## src/rtl/key_event_detector_if.sv

```systemverilog
`default_nettype none
// ============================================================================
// Module   : key_event_detector_if
// Brief    : Debounced-key input pair and gesture-event outputs.
// Revision : 1.0 - initial release
// ============================================================================
interface key_event_detector_if;
  logic key_flag;
  logic key_value;
  logic short_press;
  logic double_press;
  logic long_press;
  logic long_hold;
  logic busy;

  modport master (
    output key_flag,
    output key_value,
    input  short_press,
    input  double_press,
    input  long_press,
    input  long_hold,
    input  busy
  );

  modport slave (
    input  key_flag,
    input  key_value,
    output short_press,
    output double_press,
    output long_press,
    output long_hold,
    output busy
  );
endinterface
`default_nettype wire

```

## src/rtl/key_event_detector.sv

```systemverilog
`default_nettype none
// ============================================================================
// Module   : key_event_detector
// Brief    : Classifies debounced key gestures into short/double/long presses.
//            Optional macro KEY_EVT_REPEAT_EN adds long_press auto-repeat.
// Revision : 1.0 - initial release
// ============================================================================
module key_event_detector #(
  parameter int unsigned LONG_CYC    = 50_000_000,
  parameter int unsigned DBL_GAP_CYC = 12_500_000,
  parameter int unsigned REPEAT_CYC  = 10_000_000,
  parameter int unsigned CNT_W       = 26
) (
  input  wire logic              sys_clk,
  input  wire logic              sys_rst,
  key_event_detector_if.slave    bus
);

  typedef enum logic [2:0] {
    ST_IDLE   = 3'd0,
    ST_PRESS1 = 3'd1,
    ST_WAIT2  = 3'd2,
    ST_PRESS2 = 3'd3,
    ST_LONG   = 3'd4
  } state_t;

  localparam logic [CNT_W-1:0] C_LONG_LAST = CNT_W'(LONG_CYC - 1);
  localparam logic [CNT_W-1:0] C_GAP_LAST  = CNT_W'(DBL_GAP_CYC - 1);

  state_t           r_state;
  logic [CNT_W-1:0] r_cnt;
  logic             r_short;
  logic             r_double;
  logic             r_long;
  logic             r_hold;
  logic             r_busy;

  logic w_press;
  logic w_release;

  assign w_press   = bus.key_flag & ~bus.key_value;
  assign w_release = bus.key_flag &  bus.key_value;

`ifdef KEY_EVT_REPEAT_EN
  localparam logic [CNT_W-1:0] C_RPT_LAST = CNT_W'(REPEAT_CYC - 1);
  logic [CNT_W-1:0] r_rpt_cnt;
`endif

  always_ff @(posedge sys_clk) begin
    if (sys_rst) begin
      r_state  <= ST_IDLE;
      r_cnt    <= '0;
      r_short  <= 1'b0;
      r_double <= 1'b0;
      r_long   <= 1'b0;
      r_hold   <= 1'b0;
      r_busy   <= 1'b0;
`ifdef KEY_EVT_REPEAT_EN
      r_rpt_cnt <= '0;
`endif
    end else begin
      r_short  <= 1'b0;
      r_double <= 1'b0;
      r_long   <= 1'b0;
      // Saturate so a very long hold in PRESS2 never wraps into a false match.
      if (r_cnt != '1) r_cnt <= r_cnt + 1'b1;

      case (r_state)
        ST_IDLE: begin
          if (w_press) begin
            r_state <= ST_PRESS1;
            r_cnt   <= '0;
            r_busy  <= 1'b1;
          end
        end
        ST_PRESS1: begin
          if (w_release) begin
            r_state <= ST_WAIT2;
            r_cnt   <= '0;
          end else if (r_cnt == C_LONG_LAST) begin
            r_state <= ST_LONG;
            r_cnt   <= '0;
            r_long  <= 1'b1;
            r_hold  <= 1'b1;
`ifdef KEY_EVT_REPEAT_EN
            r_rpt_cnt <= '0;
`endif
          end
        end
        ST_WAIT2: begin
          if (w_press) begin
            r_state <= ST_PRESS2;
            r_cnt   <= '0;
          end else if (r_cnt == C_GAP_LAST) begin
            r_state <= ST_IDLE;
            r_cnt   <= '0;
            r_short <= 1'b1;
            r_busy  <= 1'b0;
          end
        end
        ST_PRESS2: begin
          if (w_release) begin
            r_state  <= ST_IDLE;
            r_cnt    <= '0;
            r_double <= 1'b1;
            r_busy   <= 1'b0;
          end
        end
        ST_LONG: begin
          if (w_release) begin
            r_state <= ST_IDLE;
            r_cnt   <= '0;
            r_hold  <= 1'b0;
            r_busy  <= 1'b0;
          end
`ifdef KEY_EVT_REPEAT_EN
          else if (r_rpt_cnt == C_RPT_LAST) begin
            r_long    <= 1'b1;
            r_rpt_cnt <= '0;
          end else begin
            r_rpt_cnt <= r_rpt_cnt + 1'b1;
          end
`endif
        end
        default: begin
          r_state <= ST_IDLE;
          r_cnt   <= '0;
          r_hold  <= 1'b0;
          r_busy  <= 1'b0;
        end
      endcase
    end
  end

  assign bus.short_press  = r_short;
  assign bus.double_press = r_double;
  assign bus.long_press   = r_long;
  assign bus.long_hold    = r_hold;
  assign bus.busy         = r_busy;

endmodule
`default_nettype wire
```

## src/flat_wrapper.sv

```systemverilog
// flat-port wrapper written by rule: the top's interface ports become plain ports
module key_event_detector_flat 
#(
  parameter int unsigned LONG_CYC    = 50_000_000,
  parameter int unsigned DBL_GAP_CYC = 12_500_000,
  parameter int unsigned REPEAT_CYC  = 10_000_000,
  parameter int unsigned CNT_W       = 26
)
  (sys_clk, sys_rst, bus_key_flag, bus_key_value, bus_short_press, bus_double_press, bus_long_press, bus_long_hold, bus_busy);
  key_event_detector_if bus_i ();
  input  wire logic sys_clk;
  input  wire logic sys_rst;
  input wire logic [$bits(bus_i.key_flag)-1:0] bus_key_flag;
  input wire logic [$bits(bus_i.key_value)-1:0] bus_key_value;
  output wire logic [$bits(bus_i.short_press)-1:0] bus_short_press;
  output wire logic [$bits(bus_i.double_press)-1:0] bus_double_press;
  output wire logic [$bits(bus_i.long_press)-1:0] bus_long_press;
  output wire logic [$bits(bus_i.long_hold)-1:0] bus_long_hold;
  output wire logic [$bits(bus_i.busy)-1:0] bus_busy;
  assign bus_i.key_flag = bus_key_flag;
  assign bus_i.key_value = bus_key_value;
  assign bus_short_press = bus_i.short_press;
  assign bus_double_press = bus_i.double_press;
  assign bus_long_press = bus_i.long_press;
  assign bus_long_hold = bus_i.long_hold;
  assign bus_busy = bus_i.busy;
  key_event_detector #(.LONG_CYC(LONG_CYC), .DBL_GAP_CYC(DBL_GAP_CYC), .REPEAT_CYC(REPEAT_CYC), .CNT_W(CNT_W)) u_core (.sys_clk(sys_clk), .sys_rst(sys_rst), .bus(bus_i));
endmodule
```

## config.mk

```make
export PLATFORM = sky130hd
export DESIGN_NAME = key_event_detector_flat
export DESIGN_NICKNAME = d
export VERILOG_FILES = /design/src/rtl/key_event_detector_if.sv /design/src/rtl/key_event_detector.sv /design/src/flat_wrapper.sv
export SDC_FILE = /design/constraint.sdc
export NUM_CORES = 1
export LEC_CHECK = 0
export CAP_MARGIN = 10
export CELL_PAD_IN_SITES_DETAIL_PLACEMENT = 0
export CELL_PAD_IN_SITES_GLOBAL_PLACEMENT = 1
export CORE_UTILIZATION = 45
export CTS_CLUSTER_DIAMETER = 50
export DETAILED_ROUTE_END_ITERATION = 10
export GPL_ROUTABILITY_DRIVEN = 0
export HOLD_SLACK_MARGIN = 0.03
export PLACE_DENSITY = 0.77
export RECOVER_POWER = 50
export SETUP_SLACK_MARGIN = 0.2
export SYNTH_ARGS = -nofsm -noshare
export SYNTH_HDL_FRONTEND = slang
export SYNTH_SLANG_ARGS = --single-unit
export TNS_END_PERCENT = 10
```

## constraint.sdc

```tcl
create_clock -name sys_clk -period 5.35 [get_ports sys_clk]
set_input_delay 0.535 -clock sys_clk [delete_from_list [all_inputs] [get_ports sys_clk]]
set_output_delay 0.535 -clock sys_clk [all_outputs]
set_load 0.01 [all_outputs]
```

==> impl_metrics.csv <==
group,metric,value,unit
place,dpl.hpwl,2.587,mm
setup_path,cp_max_fo,26,
timing,grt_setup_unrepaired,"no",
run_status,status,"completed",
route,drc,0,
clock_tree,root_buffer,"clkbuf_8",
route,drt_iter0_drc,73,
layout,nets,216,
die,ios,9,
setup_path,worstPathCellList,"dlygate4sd3_1 -> nor2b_1 -> nor4b_1 -> a21oi_1 -> o211ai_1 -> nand2_1 -> a211oi_1",
route,post_drt_wl_per_cell,13.52,um
clock_tree,post_cts_buffers,0,
setup_path,required,5540,ps
layout,fillCellCount,353,
setup_path,critPathArrivalTime,2890,ps
timing,hold_viol_final,0,
yosys,synth_area,0.001718,mm^2
route,routed_wl,3.516,mm
die,die_x,63.79,um
place,placed_cell_area,0.001808,mm^2
route,drtPass1Iterations,4,
clock_tree,cts_tree,"yes",
yosys,synthArstFlopShare,0,%
clock_tree,cts_hold_buf,0,
layout,antenna_cells,0,
clock_tree,clkSlewWorstSetupHoldPaths,70,ps
clock_tree,h-tree-depth,2,
yosys,synth_top_flop_cell,"dfxtp_1",
power,power_density,253.6,mW/mm^2
global_routing,grt_max_degree,27,
timing,tightest_slew,868.5,ps
clock_tree,clock_path_buffers,2,
die,num_rows,22,
yosys,ys_types,49,
setup_path,critPathKind,"input port to flip-flop",
worst_hold_path,holdCritPathClass,"flip-flop to flip-flop",
timing,clock.fmax,0.3702,GHz
global_routing,track_usage,20.13,%
yosys,yosysWarnings,0,
timing,tns,0,ps
timing,holdWs,452.5,ps
route,ant_nets,0,
setup_path,crit_slowest_cell,"dlygate4sd3_1",
layout,multiInputGateArea,973.4,um^2
yosys,synth.net_count,210,
yosys,synth_cells,205,
global_routing,antenna_found_initial,0,
clock_tree,ctsResizeCount,0,
die,dieArea,0.004069,mm^2
layout,syn_to_final_growth,10.20,%
die,die_h,63.79,um
timing,min_period,2701,ps
global_routing,first_global_vias,1353,
run,drv_cap,0,
route,via_per_inst,5.638,
global_routing,grt-ovfl-total,0,
yosys,ys_seq_area_share,39.62,%
yosys,synth-seq-cells,34,
timing,finalMaxSlewViolations,0,
die,coreArea,0.003661,mm^2
setup_path,max_stage_delay,610,ps
layout,drive_gt1_share,7.547,%
layout,final-seq-area,680.7,um^2
yosys,synth_edf_count,0,
die,start_util,46.92,%
setup_path,crit_path_end_kind,"flip-flop",
global_routing,grt_pass1_wl,6.223,mm
power,ir_worst_vdd,0.0001168,V
route,dr_total_vias,1466,
timing,relSlewSlack,41.96,%
clock_tree,cts_made_buffers,5,
power,total_leakage_power,0.6560,nW
clock_tree,cts_sinks,34,
timing,worst_clock_skew,1.979,ps
yosys,synth.avg_cell_area,8.380,um^2
layout,postLayoutCellArea,0.001893,mm^2
timing,fin_crit_sh,50.49,%
setup_path,start_kind,"input port",
timing,setup_viol,0,
power,power.total,0.4801,mW
place,portBuffers,8,
clock_tree,clk_latency,290,ps
## where the power goes
group | internal, mW | total, mW | switching, mW
Combinational | 0.0100 | 0.0256 | 0.0156
Clock | 0.104 | 0.194 | 0.0902
Sequential | 0.256 | 0.261 | 0.00418
Total | 0.370 | 0.480 | 0.110
## metrics by stage
step                      std cells  utilization [%]  worst slack (ps)
after global routing            260            51.71              2378
after CTS                       260            51.88              2729
after global placement          252            49.38              2563
after detailed placement        252            49.38              2445
after floorplan                 205                -              3435
final                           260            51.71              2649
## per-layer routing
metal / GRT usage [%] / part of all wire [%] / vias up / wire [um]
met4: 12.22 / 3.0 / 0 / 104
met2: 30.85 / 44 / 31 / 1549
li1: - / - / 738 / -
met3: 4.643 / 3.7 / 11 / 130
met1: 25.50 / 49 / 686 / 1731
met5: 0 / 0 / - / 0
## cells in the final DEF, fill, tap and decap left out, types with 2 or more instances in the layout
| cell | count |
|---|---|
| clkdlybuf4s50_1 | 2 |
| and2_0 | 2 |
| and3_1 | 6 |
| nand4_1 | 9 |
| a211oi_1 | 2 |
| nand2_1 | 19 |
| clkbuf_8 | 6 |
| nor2_1 | 35 |
| xor2_1 | 13 |
| dfxtp_1 | 34 |
| o211ai_1 | 2 |
| or3_1 | 2 |
| nand3_1 | 9 |
| dlygate4sd3_1 | 6 |
| a21oi_1 | 8 |
| xnor2_1 | 8 |
| nor3b_1 | 2 |
| nor3_1 | 7 |
| a31oi_1 | 2 |
| inv_1 | 2 |
| o21ai_0 | 4 |
| nor4_1 | 2 |
| and4_4 | 2 |
| nand2b_1 | 2 |
| nor4b_1 | 3 |
## state kept, by name (all words and copies together) (netlist names)
name and cells:
u_core.r_cnt 26, u_core.bus.long_press 1, u_core.bus.short_press 1, u_core.bus.long_hold 1, u_core.bus.busy 1, u_core.r_state 3, u_core.bus.double_press 1
## synth_stat cells (3+ instances only)
| library cell | count | area share [%] |
|---|---|---|
| xnor2_1 | 8 | 4.1 |
| a21oi_1 | 8 | 2.3 |
| and3_1 | 6 | 2.2 |
| nand3_1 | 9 | 2.6 |
| nand2_1 | 19 | 4.2 |
| nor4b_1 | 3 | 1.5 |
| dfxtp_1 | 34 | 40 |
| nor2_1 | 35 | 7.6 |
| nor3_1 | 7 | 2.0 |
| clkbuf_1 | 4 | 0.87 |
| nand4_1 | 9 | 3.3 |
| xor2_1 | 13 | 6.6 |
| o21ai_0 | 4 | 1.2 |
## logic make-up after synthesis
kind of cell / Yosys count / share of synthesized area [%]
and+or+nand+nor: 112 / 35.62
DFF: 34 / 39.62
AOI/OAI and AO/OA: 25 / 9.396
xor gates and xnor gates: 21 / 10.71
buffers and inverters: 11 / 3.349
muxes: 1 / 0.5827
adders and majority gates: 1 / 0.7282
## critical path: cells and delay by family
family / cells / cell delay [ps]
AND/OR/NAND/NOR: 3 / 1010
buffers and inverters: 1 / 610
AO/OA/AOI/OAI: 3 / 730
## layout make-up
| cell class | count | area share [%] |
|---|---|---|
| multi-input cells | 160 | 51.42 |
| clock inverters | 1 | 0.2644 |
| inverters | 2 | 0.3966 |
| repair buffers | 8 | 4.230 |
| flip-flops and latches | 34 | 35.95 |
| well taps | 48 | 3.172 |
| clock buffers | 7 | 4.560 |
## worst paths after layout
check                                 endpoint  depth (start not counted)  slack (ps)                         startpoint
min          u_core.bus.long_hold$_SDFFE_PP0P_                          2         450  u_core.bus.long_hold$_SDFFE_PP0P_
max reg2reg         u_core.r_cnt[2]$_SDFF_PP0_                          7        2740         u_core.r_cnt[0]$_SDFF_PP0_
min reg2reg  u_core.bus.long_hold$_SDFFE_PP0P_                          2         450  u_core.bus.long_hold$_SDFFE_PP0P_
max                u_core.r_cnt[24]$_SDFF_PP0_                          7        2650                      bus_key_value
No activity file was read; power rests on OpenSTA's default activity.
